File: config.mk
export PLATFORM = sky130hd
export DESIGN_NAME = minterm_sweeper
export DESIGN_NICKNAME = d
export VERILOG_FILES = /design/src/rtl/minterm_sweeper.sv
export SDC_FILE = /design/constraint.sdc
export NUM_CORES = 1
export LEC_CHECK = 0
export ABC_AREA = 1
export BUFFER_PORTS_ARGS = -buffer_cell sky130_fd_sc_hd__buf_2
export CAP_MARGIN = 10
export CORE_AREA = 2 2 39 41
export CTS_CLUSTER_DIAMETER = 60
export DETAILED_ROUTE_END_ITERATION = 10
export DIE_AREA = 0 0 41 43
export PLACE_DENSITY = 0.34
export SETUP_SLACK_MARGIN = 0.15
export SYNTH_ARGS = -nofsm -noshare
export SYNTH_HDL_FRONTEND = slang
export SYNTH_SLANG_ARGS = --single-unit
File: constraint.sdc
create_clock -name clk -period 0.91 [get_ports clk]
set_input_delay 0.091 -clock clk [delete_from_list [all_inputs] [get_ports clk]]
set_output_delay 0.091 -clock clk [all_outputs]
set_load 0.01 [all_outputs]
File: src/rtl/minterm_sweeper.sv
// Minterm index counter (clear/increment/last) and the settle down-counter used between drive and sample.
`timescale 1ns/1ps
module minterm_sweeper #(
  parameter int N_IN   = 2,
  parameter int SETTLE = 1
) (
  input  logic            clk,
  input  logic            reset_n,
  input  logic            clr_i,
  input  logic            inc_i,
  input  logic            load_i,
  input  logic            dec_i,
  output logic [N_IN-1:0] idx_o,
  output logic            last_o,
  output logic            settle_zero_o
);

  localparam int SW = (SETTLE > 0) ? $clog2(SETTLE + 1) : 1;
  localparam logic [SW-1:0] SETTLE_LOAD = (SETTLE > 0) ? SW'(SETTLE - 1) : '0;

  logic [N_IN-1:0] idx_q, idx_d;
  logic [SW-1:0]   settle_q, settle_d;

  always_comb begin
    idx_d    = idx_q;
    settle_d = settle_q;
    if (clr_i) begin
      idx_d = '0;
    end else if (inc_i) begin
      idx_d = idx_q + N_IN'(1);
    end
    // Loaded with SETTLE-1 so WAIT lasts exactly SETTLE cycles including the zero cycle.
    if (load_i) begin
      settle_d = SETTLE_LOAD;
    end else if (dec_i && (settle_q != '0)) begin
      settle_d = settle_q - SW'(1);
    end
  end

  always_ff @(posedge clk) begin
    if (!reset_n) begin
      idx_q    <= '0;
      settle_q <= '0;
    end else begin
      idx_q    <= idx_d;
      settle_q <= settle_d;
    end
  end

  assign idx_o         = idx_q;
  assign last_o        = &idx_q;
  assign settle_zero_o = (settle_q == '0);

endmodule

Word-level counts from Yosys, hierarchy flattened. Cells that the tools add are included.

Register bits: 3. Input port bits: 6. Output and inout bits: 4. Word-level logic and storage cells: 10.

$add $sub $neg: 2. Bitwise gates (word level): 2. Reduce and logical (&&, ||, !) cells: 4.

Operators by type and width (count): OR reduction 2 bit (2); adder 2 x 1 -> 2 bit, second input constant (1); inverter 1 bit (2); AND reduction 2 bit (1); logical AND 1 bit (1); subtractor 1 bit, second input constant (1).

Logic depth before layout (Yosys ltp). Gate-level depths: netlist of the first run.

Word-level depth: 2. Mapped depth: 4. Gate-level depth less buffers: 4.

Least setup slack after synthesis of the first run. OpenSTA, ideal clock, no wires.

Kind: flip-flop to flip-flop. From: register idx_q[0], in the netlist idx_o[0]. To: register idx_q[1], in the netlist idx_o[1]. Library setup time: 0.116 ns. Arrival time: 0.738 ns. Required time: 0.794 ns. Slack: 0.056 ns. Stages on the path, launching flop included: 4. Path buffers: 0. Period minus slack after synthesis: 0.854 ns. Cells stage by stage: dfxtp_1 -> ha_1 -> nand2_1 -> a21oi_1.

Cells in the longest elaborated chain, start to end: 1.

RTL lines: start, declared (RTL line 21) `logic [N_IN-1:0] idx_q, idx_d;`; start signal, assigned (RTL line 45) `idx_q <= idx_d;`; adder 2 x 1 -> 2 bit (RTL line 30) `idx_d = idx_q + N_IN'(1);`.

No other way between the ends. A chain may end at the register's enable or synchronous reset.

Worst setup path after layout of the first run.
From: register idx_q[0], in the netlist idx_o[0]. To: output port last_o.

Cells in the longest elaborated chain, start to end: 1.

RTL lines: AND reduction 2 bit (RTL line 51) `assign last_o = &idx_q;`; end, declared (RTL line 14) `output logic last_o,`.

No other way between the ends.

==> reports/qor.log, run 1 <==
qor: placement.detailed_place.area 198 um2
qor: placement.hpwl 223 um
qor: min_path.worst_hold_path_type in -> reg
qor: setup_path.setup_crit_start_kind flip-flop
qor: timing.setup_repair_after_global_routing_missed_its_margin true
qor: placement.portBuffers 9
qor: drt.viasPerCell 3.37
qor: finish.num_antenna_cells 0
qor: setup_path.worst-path-max-fanout 3
qor: synth.post-synth-top-area-fraction 0.462
qor: drt.first_iter_violations 2
qor: timing.layout_worst_path_cycle_share 1.01
qor: finish.final_util 0.220
qor: synth.synth_sequential_area_ratio 0.462
qor: die.fp.dieArea 0.00176 mm2
qor: outcome.violated_checks setup timing
qor: drt.drt_pre_antenna_iters 2
qor: timing.fmax 1090 MHz
qor: drt.routedWlPerCell 7.58 um
qor: synth.postSynthAreaPerCell 7.23 um2
qor: finish.layout.nets 44
qor: drt.route.detailed.drc 0
qor: placement.dpl_worst_slack 0.0894 ns
qor: synth.synth.area.top_cells dfxtp_1 (46%), nand2_1 (20%), ha_1 (9.6%)
qor: global_route.via_count_of_the_first_global_routing_pass 171
qor: timing.timing_worst_slew_pin_value 0.103 ns
qor: placement.final_weighted_congestion_of_routability_driven_global_placement 0.572
qor: global_route.grt_remaining_overflow 0
qor: die.fp.dieW 41 um
qor: timing.final-setup-viol-count 1
qor: synth.ys_ff_latch 3
qor: finish.postLayoutCellArea 304 um2
qor: drt.total_via_count_after_detailed_routing 175
qor: setup_path.crit_arrival 0.83 ns
qor: global_route.largest_net_degree_at_the_start_of_global_routing 4
qor: synth.synth_top_cell_by_area dfxtp_1
qor: power_and_ir_drop.max-vdd-ir-drop 0.490 mV
qor: clock_network.clock_insertion_delay_worst_skew 0.23 ns
qor: timing.finalClockSkew 0.00368 ns
qor: timing.report.final.slew_viol_count 0
qor: timing.layout_min_cycle_time 0.918 ns
qor: drt.finalWirelength 394 um
qor: die.placeableCoreArea 0.00138 mm2
qor: setup_path.timing_worst_setup_path_type reg -> out
qor: synth.ys_warn_count 0
qor: clock_network.tritoncts done
qor: timing.slew-limit-headroom 0.931
qor: global_route.track_usage 0.0602
qor: die.initial_utilization 0.0940
qor: finish.finish.cell_count_without_fillers 52
qor: flow_run.timing.max_cap.violations 0
qor: global_route.grt_pass1_wl 634 um
qor: timing.setup_slack -0.00833 ns
qor: synth.postSynthCellCount 18
qor: placement.placed_cells 43
qor: power_and_ir_drop.p_total 421 uW
qor: setup_path.regToRegSetupSlack 0.12 ns
qor: clock_network.cts-buffers-inserted 3
qor: global_route.grt_antenna_before_repair 0
qor: synth.synth.lib_cells_used.distinct 8
qor: die.ioPinCount 10
qor: clock_network.worst_setup_hold_path_clk_slew 0.04 ns
qor: setup_path.critical_path_required 0.82 ns
qor: drt.antenna_violating_nets_post_route 0
qor: die.rows 14
qor: clock_network.clock_sinks 3
qor: power_and_ir_drop.power_per_cell_area 1380 mW/mm2
qor: clock_network.cts.htree.levels 1
qor: synth.postSynthNetCount 25
qor: power_and_ir_drop.power_leakage 0.145 nW
qor: setup_path.critical_path.endpoint_type output pin
qor: clock_network.max_root_sink_buffers 2
qor: synth.synthesis.area 130 um2
qor: die.die_height 43 um
qor: clock_network.cts_root_buf clkbuf_4
qor: finish.share_of_cells_above_drive_strength_1 0.639
qor: finish.synthToLayoutAreaGrowth 134%
qor: outcome.status finished, violations left
qor: timing.timing_hold_violations_final 0
==> final cells by class <==
cell class                      instances  area [um2]
Inverter                                4        15.0
Sequential cell                         3        63.8
Tap cell                               16        20.0
Timing Repair Buffer                   14         106
Clock buffer                            4        26.3
Multi-Input combinational cell         11        72.6
Fill cell                             154        1080
==> registers in the layout, summed over array words and instances, names as in the netlist <==
name,count
settle_q,1
idx_o,2
==> cells in the mapped netlist <==
cell     count
nand2_1      7
dfxtp_1      3
inv_1        3
a21oi_1      1
ha_1         1
inv_2        1
nor2_2       1
nor3_1       1
==> stage by stage <==
stage          setup TNS [ns]  hold WS, ns
3_3_place_gp                0        0.256
5_1_grt               -0.0552        0.112
4_1_cts               -0.0115       0.0773
3_5_place_dp                0        0.258
6_report             -0.00833        0.104
2_1_floorplan               0        0.167
==> worst paths after layout <==
| kind | from | endpoint | cells past startpoint |
|---|---|---|---|
| min reg2reg | settle_q | settle_q | 3 |
| max reg2reg | idx_o[0] | idx_o[1] | 3 |
| max | idx_o[0] | last_o | 2 |
| min | reset_n | settle_q | 3 |
==> placed cells by master, fill, tap and decap left out <==
cell type and count:
a21oi_1 1, nor2_2 1, dlygate4sd3_1 2, clkbuf_4 3, inv_1 2, ha_4 1
dfxtp_2 3, clkbuf_1 1, nand2_1 7, buf_6 3, buf_4 3, inv_2 2
nor3_2 1, buf_2 6
==> cell families (layout without fill, tap and decap cells) <==
kind of cell    Yosys count  count (layout)  share of synthesized area
simple gates              9               9                      0.288
buf+inv                   4              22                      0.115
flops                     3               3                      0.462
fa+ha+maj                 1               1                     0.0961
compound gates            1               1                     0.0384
==> layer usage <==
metal | vias to the layer above | track usage | routed length, um
met2 | 10 | 0.0688 | 193
met4 | 0 | 0.0800 | 0
met3 | 0 | 0.0314 | 39
met1 | 75 | 0.0641 | 161
met5 | - | 0 | 0
li1 | 90 | - | -
==> timing repair <==
| action | in CTS | in global routing |
|---|---|---|
| pin swaps | 1 | 1 |
| setup endpoints to repair | 5 | 7 |
| gates resized for setup | 5 | 3 |
| endpoints found under the hold margin | 1 | 0 |
| hold buffers | 2 | 0 |
| setup buffers | 2 | 1 |
==> power breakdown <==
| part | internal (mW) | switching (mW) | total [mW] |
|---|---|---|---|
| Clock | 0.165 | 0.0719 | 0.236 |
| Sequential | 0.136 | 0.00361 | 0.139 |
| Combinational | 0.0257 | 0.0193 | 0.0450 |
==> critical path, cell delays in order (launching register included) <==
cell     delay [ns]
dfxtp_2        0.33
ha_4           0.16
buf_6          0.11
(Power assumes the default switching activity.)
==> run 2, diff against run 1 <==
Settings changed: CORE_AREA 2 2 39 41 to 5 5 42 44, DIE_AREA 0 0 41 43 to 0 0 47 49.
==> run 2 against run 1 <==
  * The flow still finishes with violations (setup timing)
  * Flip-flop and latch count stayed put
  * Critical path depth unchanged
  * Clock skew down 0.0016 ns
  * Core utilization fell by 0.19 points
  * Routed wire length rose by 6.6%
  * Worst setup slack better by 0.0027 ns
  * Global-route usage fell by 1.2 points
  * Die area up 31%
  * Clock power is 3% higher
  * Register-to-register slack hardly changed
  * Final cell count unchanged
  * Largest power group unchanged
==> reports/qor.log, run 2 (synthesis results as in run 1) <==
qor: power_and_ir_drop.net-switching-power 102 uW [+7.2%]
qor: clock_network.clock_sinks 3 [unchanged]
qor: global_route.grt_pass1_wl 696 um [+9.8%]
qor: power_and_ir_drop.max-vdd-ir-drop 0.550 mV [+12%]
qor: global_route.grt_antenna_before_repair 0 [unchanged]
qor: finish.num_antenna_cells 0 [unchanged]
qor: timing.timing_worst_slew_pin_value 0.132 ns [+0.0289 ns]
qor: outcome.violated_checks setup timing
qor: setup_path.crit_family flip-flops
qor: clock_network.clock_insertion_delay_worst_skew 0.24 ns [about the same]
qor: power_and_ir_drop.p_int 330 uW [+1.3%]
qor: global_route.track_usage 0.0485 [-0.0117]
qor: clock_network.worst_setup_hold_path_clk_slew 0.04 ns [about the same]
qor: setup_path.crit_chain ha_4 -> buf_6
qor: outcome.status finished, violations left
qor: drt.met2WireLength 138 um [-28%]
qor: timing.slew-limit-headroom 0.911 [-0.0196]
qor: placement.placed_cells 43 [unchanged]
qor: die.die_height 49 um [+14%]
qor: drt.wl_met1 206 um [+28%]
qor: setup_path.worst-path-max-fanout 2 [-1]
qor: placement.hpwl 268 um [+20%]
qor: die.placeableCoreArea 0.00140 mm2 [+1.3%]
qor: die.fp.dieW 47 um [+15%]
qor: timing.finalClockSkew 0.00207 ns [-0.00161 ns]
qor: drt.met3_length 75 um [+92%]
qor: die.ioPinCount 10 [unchanged]
qor: setup_path.setup_crit_start_kind flip-flop
qor: die.rows 14 [unchanged]
qor: setup_path.total_buffers_and_inverters_traversed_by_the_critical_path 1 [unchanged]
qor: setup_path.critical_path_max_stage_delay 0.33 ns [about the same]
qor: power_and_ir_drop.share_comb_of_total_power 0.116 [+0.009]
qor: placement.detailed_place.area 198 um2 [unchanged]
qor: drt.top_layer met3
qor: finish.final_util 0.218 [-0.00185]
qor: finish.synthToLayoutAreaGrowth 135%
qor: global_route.grt_remaining_overflow 0 [unchanged]
qor: power_and_ir_drop.seqPwrFrac 0.322 [-0.009]
qor: timing.hold-worst-slack 0.0892 ns [-0.0147 ns]
qor: drt.first_iter_violations 5 [+3]
qor: setup_path.timing_worst_setup_path_type reg -> out
qor: drt.total_via_count_after_detailed_routing 161 [-8.0%]
qor: clock_network.cts.htree.levels 1 [unchanged]
qor: timing.report.final.slew_viol_count 0 [unchanged]
qor: power_and_ir_drop.proportion_of_total_power_due_to_net_switching 0.236 [+0.0102]
qor: clock_network.cts-buffers-inserted 3 [unchanged]
qor: timing.setup_slack -0.00567 ns [+0.00266 ns]
qor: die.fp.dieArea 0.00230 mm2 [+31%]
qor: clock_network.tritoncts done
qor: timing.fmax 1090 MHz [+0.29%]
qor: timing.layout_worst_path_cycle_share 1.01 [-0.00293]
qor: clock_network.cts_root_buf clkbuf_4
qor: setup_path.critical_path.endpoint_type output pin
qor: global_route.largest_net_degree_at_the_start_of_global_routing 4 [unchanged]
qor: global_route.via_count_of_the_first_global_routing_pass 174 [+1.8%]
qor: drt.antenna_violating_nets_post_route 0 [unchanged]
qor: timing.setup_repair_after_global_routing_missed_its_margin true
qor: setup_path.crit_arrival 0.82 ns [about the same]
qor: flow_run.timing.max_cap.violations 0 [unchanged]
qor: timing.timing_hold_violations_final 0 [unchanged]
qor: setup_path.cpMaxStageDelayCell dfxtp_2
qor: drt.drt_pre_antenna_iters 4 [+2]
qor: placement.portBuffers 9 [unchanged]
qor: timing.layout_min_cycle_time 0.916 ns [-0.00266 ns]
qor: die.initial_utilization 0.0929 [-0.00118]
qor: power_and_ir_drop.clock_power_share 0.562 [about the same]
qor: finish.postLayoutCellArea 305 um2 [+0.41%]
qor: finish.share_of_cells_above_drive_strength_1 0.639 [unchanged]
qor: min_path.worst_hold_path_type in -> reg
qor: timing.final-setup-viol-count 1 [unchanged]
qor: placement.final_weighted_congestion_of_routability_driven_global_placement 0.567 [-0.80%]
qor: power_and_ir_drop.power_leakage 0.141 nW [-2.6%]
qor: setup_path.critical_path_required 0.82 ns [about the same]
qor: drt.finalWirelength 420 um [+6.6%]
qor: power_and_ir_drop.power_per_cell_area 1410 mW/mm2 [+2.2%]
qor: finish.layout_common_cells nand2_1 (6), buf_2 (6)
qor: drt.route.detailed.drc 0 [unchanged]
qor: clock_network.max_root_sink_buffers 2 [unchanged]
qor: drt.routedWlPerCell 8.08 um [+6.6%]
qor: drt.viasPerCell 3.10 [-8.0%]
qor: finish.finish.cell_count_without_fillers 52 [unchanged]
qor: timing.final.setup.tns -0.00567 ns [+0.00266 ns]
qor: finish.layout.nets 44 [unchanged]
qor: finish.number_of_flip_flops_under_the_largest_register_name 2 [unchanged]
==> run 2: worst min-delay path, stage by stage <==
cell and delay (ns):
buf_2 0.10, nand2_1 0.06, nor3_1 0.04
==> run 2: worst paths after layout <==
check,cells past startpoint,slack (ns),end,start
setup reg to reg,3,0.11,idx_o[1],idx_o[1]
setup / recovery,2,-0.006,last_o,idx_o[0]
hold reg to reg,3,0.55,settle_q,settle_q
hold / removal,3,0.09,settle_q,reset_n
==> run 2: power groups by stage <==
stage	registers (mW)	clock network [mW]	logic, mW
3_5_place_dp	0.141	0	0.0303
2_1_floorplan	0.142	0	0.0121
5_1_grt	0.139	0.270	0.0572
4_1_cts	0.139	0.254	0.0505
3_3_place_gp	0.141	0	0.0304
6_report	0.139	0.243	0.0502
==> run 2: through the flow <==
stage | setup WS [ns] | power (mW)
finish | -0.00567 | 0.432
CTS | -0.0146 | 0.444
global route | -0.0345 | 0.466
floorplan | 0.0907 | 0.154
global placement | 0.0721 | 0.171
detailed placement | 0.0806 | 0.171
==> run 2: cell type report <==
class / instances / area [um2]
fill: 160 / 1100
timing repair buffer: 14 / 106
multi-input combinational: 11 / 73.8
sequential: 3 / 63.8
clock buffer: 4 / 26.3
tap: 16 / 20.0
inverter: 4 / 15.0
==> run 2: timing repair <==
item	CTS	global route
setup endpoints to repair	5	6
buffers inserted	3	0
hold buffers	2	0
gates resized for setup	8	0
endpoints found under the hold margin	1	0
pin swaps	3	1
==> run 2: layer usage <==
metal  global-route usage  vias up
met2               0.0498       10
met3               0.0517        0
met1               0.0460       63
li1                     -       88
met4               0.0553        0
met5                    0        -
==> run 3, diff against run 2 <==
Settings changed: CTS_BUF_LIST set to sky130_fd_sc_hd__clkbuf_2 sky130_fd_sc_hd__clkbuf_4 sky130_fd_sc_hd__clkbuf_8.
==> run 3 against run 2 <==
  * The flow still finishes with violations (setup timing)
  * Sequential power about the same
  * Worst setup slack about the same
  * Global-route usage up 0.14 points
  * Critical path depth unchanged
  * Via count up 4.3%
  * Clock-buffer cell count unchanged
  * Clock skew up 0.00064 ns
  * First-iteration DRC count unchanged
  * Final cell count unchanged
  * Combinational power about the same
  * Critical path type unchanged
  * Largest power group unchanged
  * Highest routed layer unchanged
==> reports/qor.log, run 3 (synthesis results as in run 1) <==
qor: timing.report.final.slew_viol_count 0 [unchanged]
qor: timing.setup_repair_after_global_routing_missed_its_margin true
qor: timing.setup_slack -0.00612 ns [-0.000450 ns]
qor: finish.final_util 0.221 [+0.00268]
qor: drt.finalWirelength 421 um [+0.24%]
qor: finish.finish.cell_count_without_fillers 52 [unchanged]
qor: setup_path.critical_path.endpoint_type output pin
qor: die.ioPinCount 10 [unchanged]
qor: global_route.grt_remaining_overflow 0 [unchanged]
qor: drt.route.detailed.drc 0 [unchanged]
qor: clock_network.tritoncts done
qor: placement.final_weighted_congestion_of_routability_driven_global_placement 0.567 [unchanged]
qor: finish.layout_common_cells nand2_1 (6), buf_2 (6), clkbuf_4 (4)
qor: timing.finalClockSkew 0.00271 ns [+0.000639 ns]
qor: setup_path.worst-path-max-fanout 2 [unchanged]
qor: die.initial_utilization 0.0929 [unchanged]
qor: finish.layout.filler_cells 160 [unchanged]
qor: global_route.via_count_of_the_first_global_routing_pass 167 [-4.0%]
qor: setup_path.crit_arrival 0.83 ns [about the same]
qor: drt.drt_pre_antenna_iters 4 [unchanged]
qor: finish.share_of_cells_above_drive_strength_1 0.667 [+0.0278]
qor: setup_path.setup_crit_start_kind flip-flop
qor: timing.layout_min_cycle_time 0.916 ns [+0.000450 ns]
qor: finish.synthToLayoutAreaGrowth 137%
qor: global_route.track_usage 0.0500 [+0.00144]
qor: power_and_ir_drop.max-vdd-ir-drop 0.523 mV [-4.9%]
qor: power_and_ir_drop.power_leakage 0.145 nW [+2.4%]
qor: placement.hpwl 268 um [unchanged]
qor: clock_network.max_root_sink_buffers 2 [unchanged]
qor: drt.total_via_count_after_detailed_routing 168 [+4.3%]
qor: setup_path.critical_path_required 0.82 ns [about the same]
qor: clock_network.cts_root_buf clkbuf_4
qor: finish.layout.nets 44 [unchanged]
qor: finish.multi_input_area 73.8 um2 [unchanged]
qor: die.placeableCoreArea 0.00140 mm2 [unchanged]
qor: timing.timing_worst_slew_pin_value 0.132 ns [unchanged]
qor: timing.hold-worst-slack 0.0888 ns [-0.000415 ns]
qor: finish.num_antenna_cells 0 [unchanged]
qor: timing.fmax 1090 MHz [about the same]
qor: die.fp.dieW 47 um [unchanged]
qor: global_route.grt_pass1_wl 724 um [+4.0%]
qor: global_route.grt_antenna_before_repair 0 [unchanged]
qor: clock_network.worst_setup_hold_path_clk_slew 0.04 ns [about the same]
qor: placement.placed_cells 43 [unchanged]
qor: placement.portBuffers 9 [unchanged]
qor: power_and_ir_drop.power_per_cell_area 1500 mW/mm2 [+5.9%]
qor: clock_network.clock_insertion_delay_worst_skew 0.24 ns [about the same]
qor: min_path.worst_hold_path_type in -> reg
qor: timing.layout_worst_path_cycle_share 1.01 [about the same]
qor: die.rows 14 [unchanged]
qor: drt.viasPerCell 3.23 [+4.3%]
qor: outcome.status finished, violations left
qor: outcome.violated_checks setup timing
qor: timing.slew-limit-headroom 0.911 [unchanged]
qor: finish.number_of_flip_flops_under_the_largest_register_name 2 [unchanged]
qor: die.die_height 49 um [unchanged]
qor: power_and_ir_drop.p_total 463 uW [+7.2%]
qor: clock_network.cts-buffers-inserted 3 [unchanged]
qor: clock_network.cts.htree.levels 1 [unchanged]
qor: flow_run.timing.max_cap.violations 0 [unchanged]
qor: timing.timing_hold_violations_final 0 [unchanged]
qor: clock_network.clock_sinks 3 [unchanged]
qor: global_route.largest_net_degree_at_the_start_of_global_routing 4 [unchanged]
qor: setup_path.timing_worst_setup_path_type reg -> out
qor: drt.routedWlPerCell 8.10 um [+0.24%]
qor: drt.antenna_violating_nets_post_route 0 [unchanged]
qor: timing.final-setup-viol-count 1 [unchanged]
qor: finish.seqCellArea 63.8 um2 [unchanged]
qor: die.fp.dieArea 0.00230 mm2 [unchanged]
qor: drt.first_iter_violations 5 [unchanged]
## run 3: per-stage QoR
stage                     setup TNS, ns  setup WS (ns)  instance area [um2]
after detailed placement              0         0.0806                  198
final                          -0.00612       -0.00612                  309
after floorplan                       0         0.0907                  133
after CTS                       -0.0205        -0.0123                  309
after global placement                0         0.0721                  198
after global routing            -0.0993        -0.0378                  309
## run 3: layout make-up
cell class / count / share of cell area
Sequential cell: 3 / 0.206
Timing Repair Buffer: 14 / 0.344
Multi-Input combinational cell: 11 / 0.239
Clock buffer: 4 / 0.0972
Inverter: 4 / 0.0486
Tap cell: 16 / 0.0648
## run 3: routing by layer
layer	GRT usage	routed length [um]	share of wire
met4	0.0553	0	0
met1	0.0504	207	0.49
met3	0.0517	75	0.18
met2	0.0498	139	0.33
met5	0	0	0
## run 3: power breakdown
group	switching (mW)	internal [mW]	total, mW
clock	0.0791	0.195	0.274
combinational	0.0208	0.0295	0.0503
sequential	0.00323	0.136	0.139
## run 3: final timing paths
kind	start	to	slack, ns	cells past startpoint
hold / removal	reset_n	settle_q	0.09	3
setup reg to reg	idx_o[1]	idx_o[1]	0.11	3
setup / recovery	idx_o[0]	last_o	-0.006	2
hold reg to reg	settle_q	settle_q	0.56	3
## run 3: critical path, stage by stage (launching register included)
cell and delay, ns:
dfxtp_2 0.33, ha_4 0.15, buf_6 0.11
## run 3: timing repair
item,in CTS,in global routing
hold buffers,2,0
setup buffers,3,0
endpoints found under the hold margin,1,0
pin swaps,2,2
gates resized for setup,8,0
setup endpoints to repair,5,6
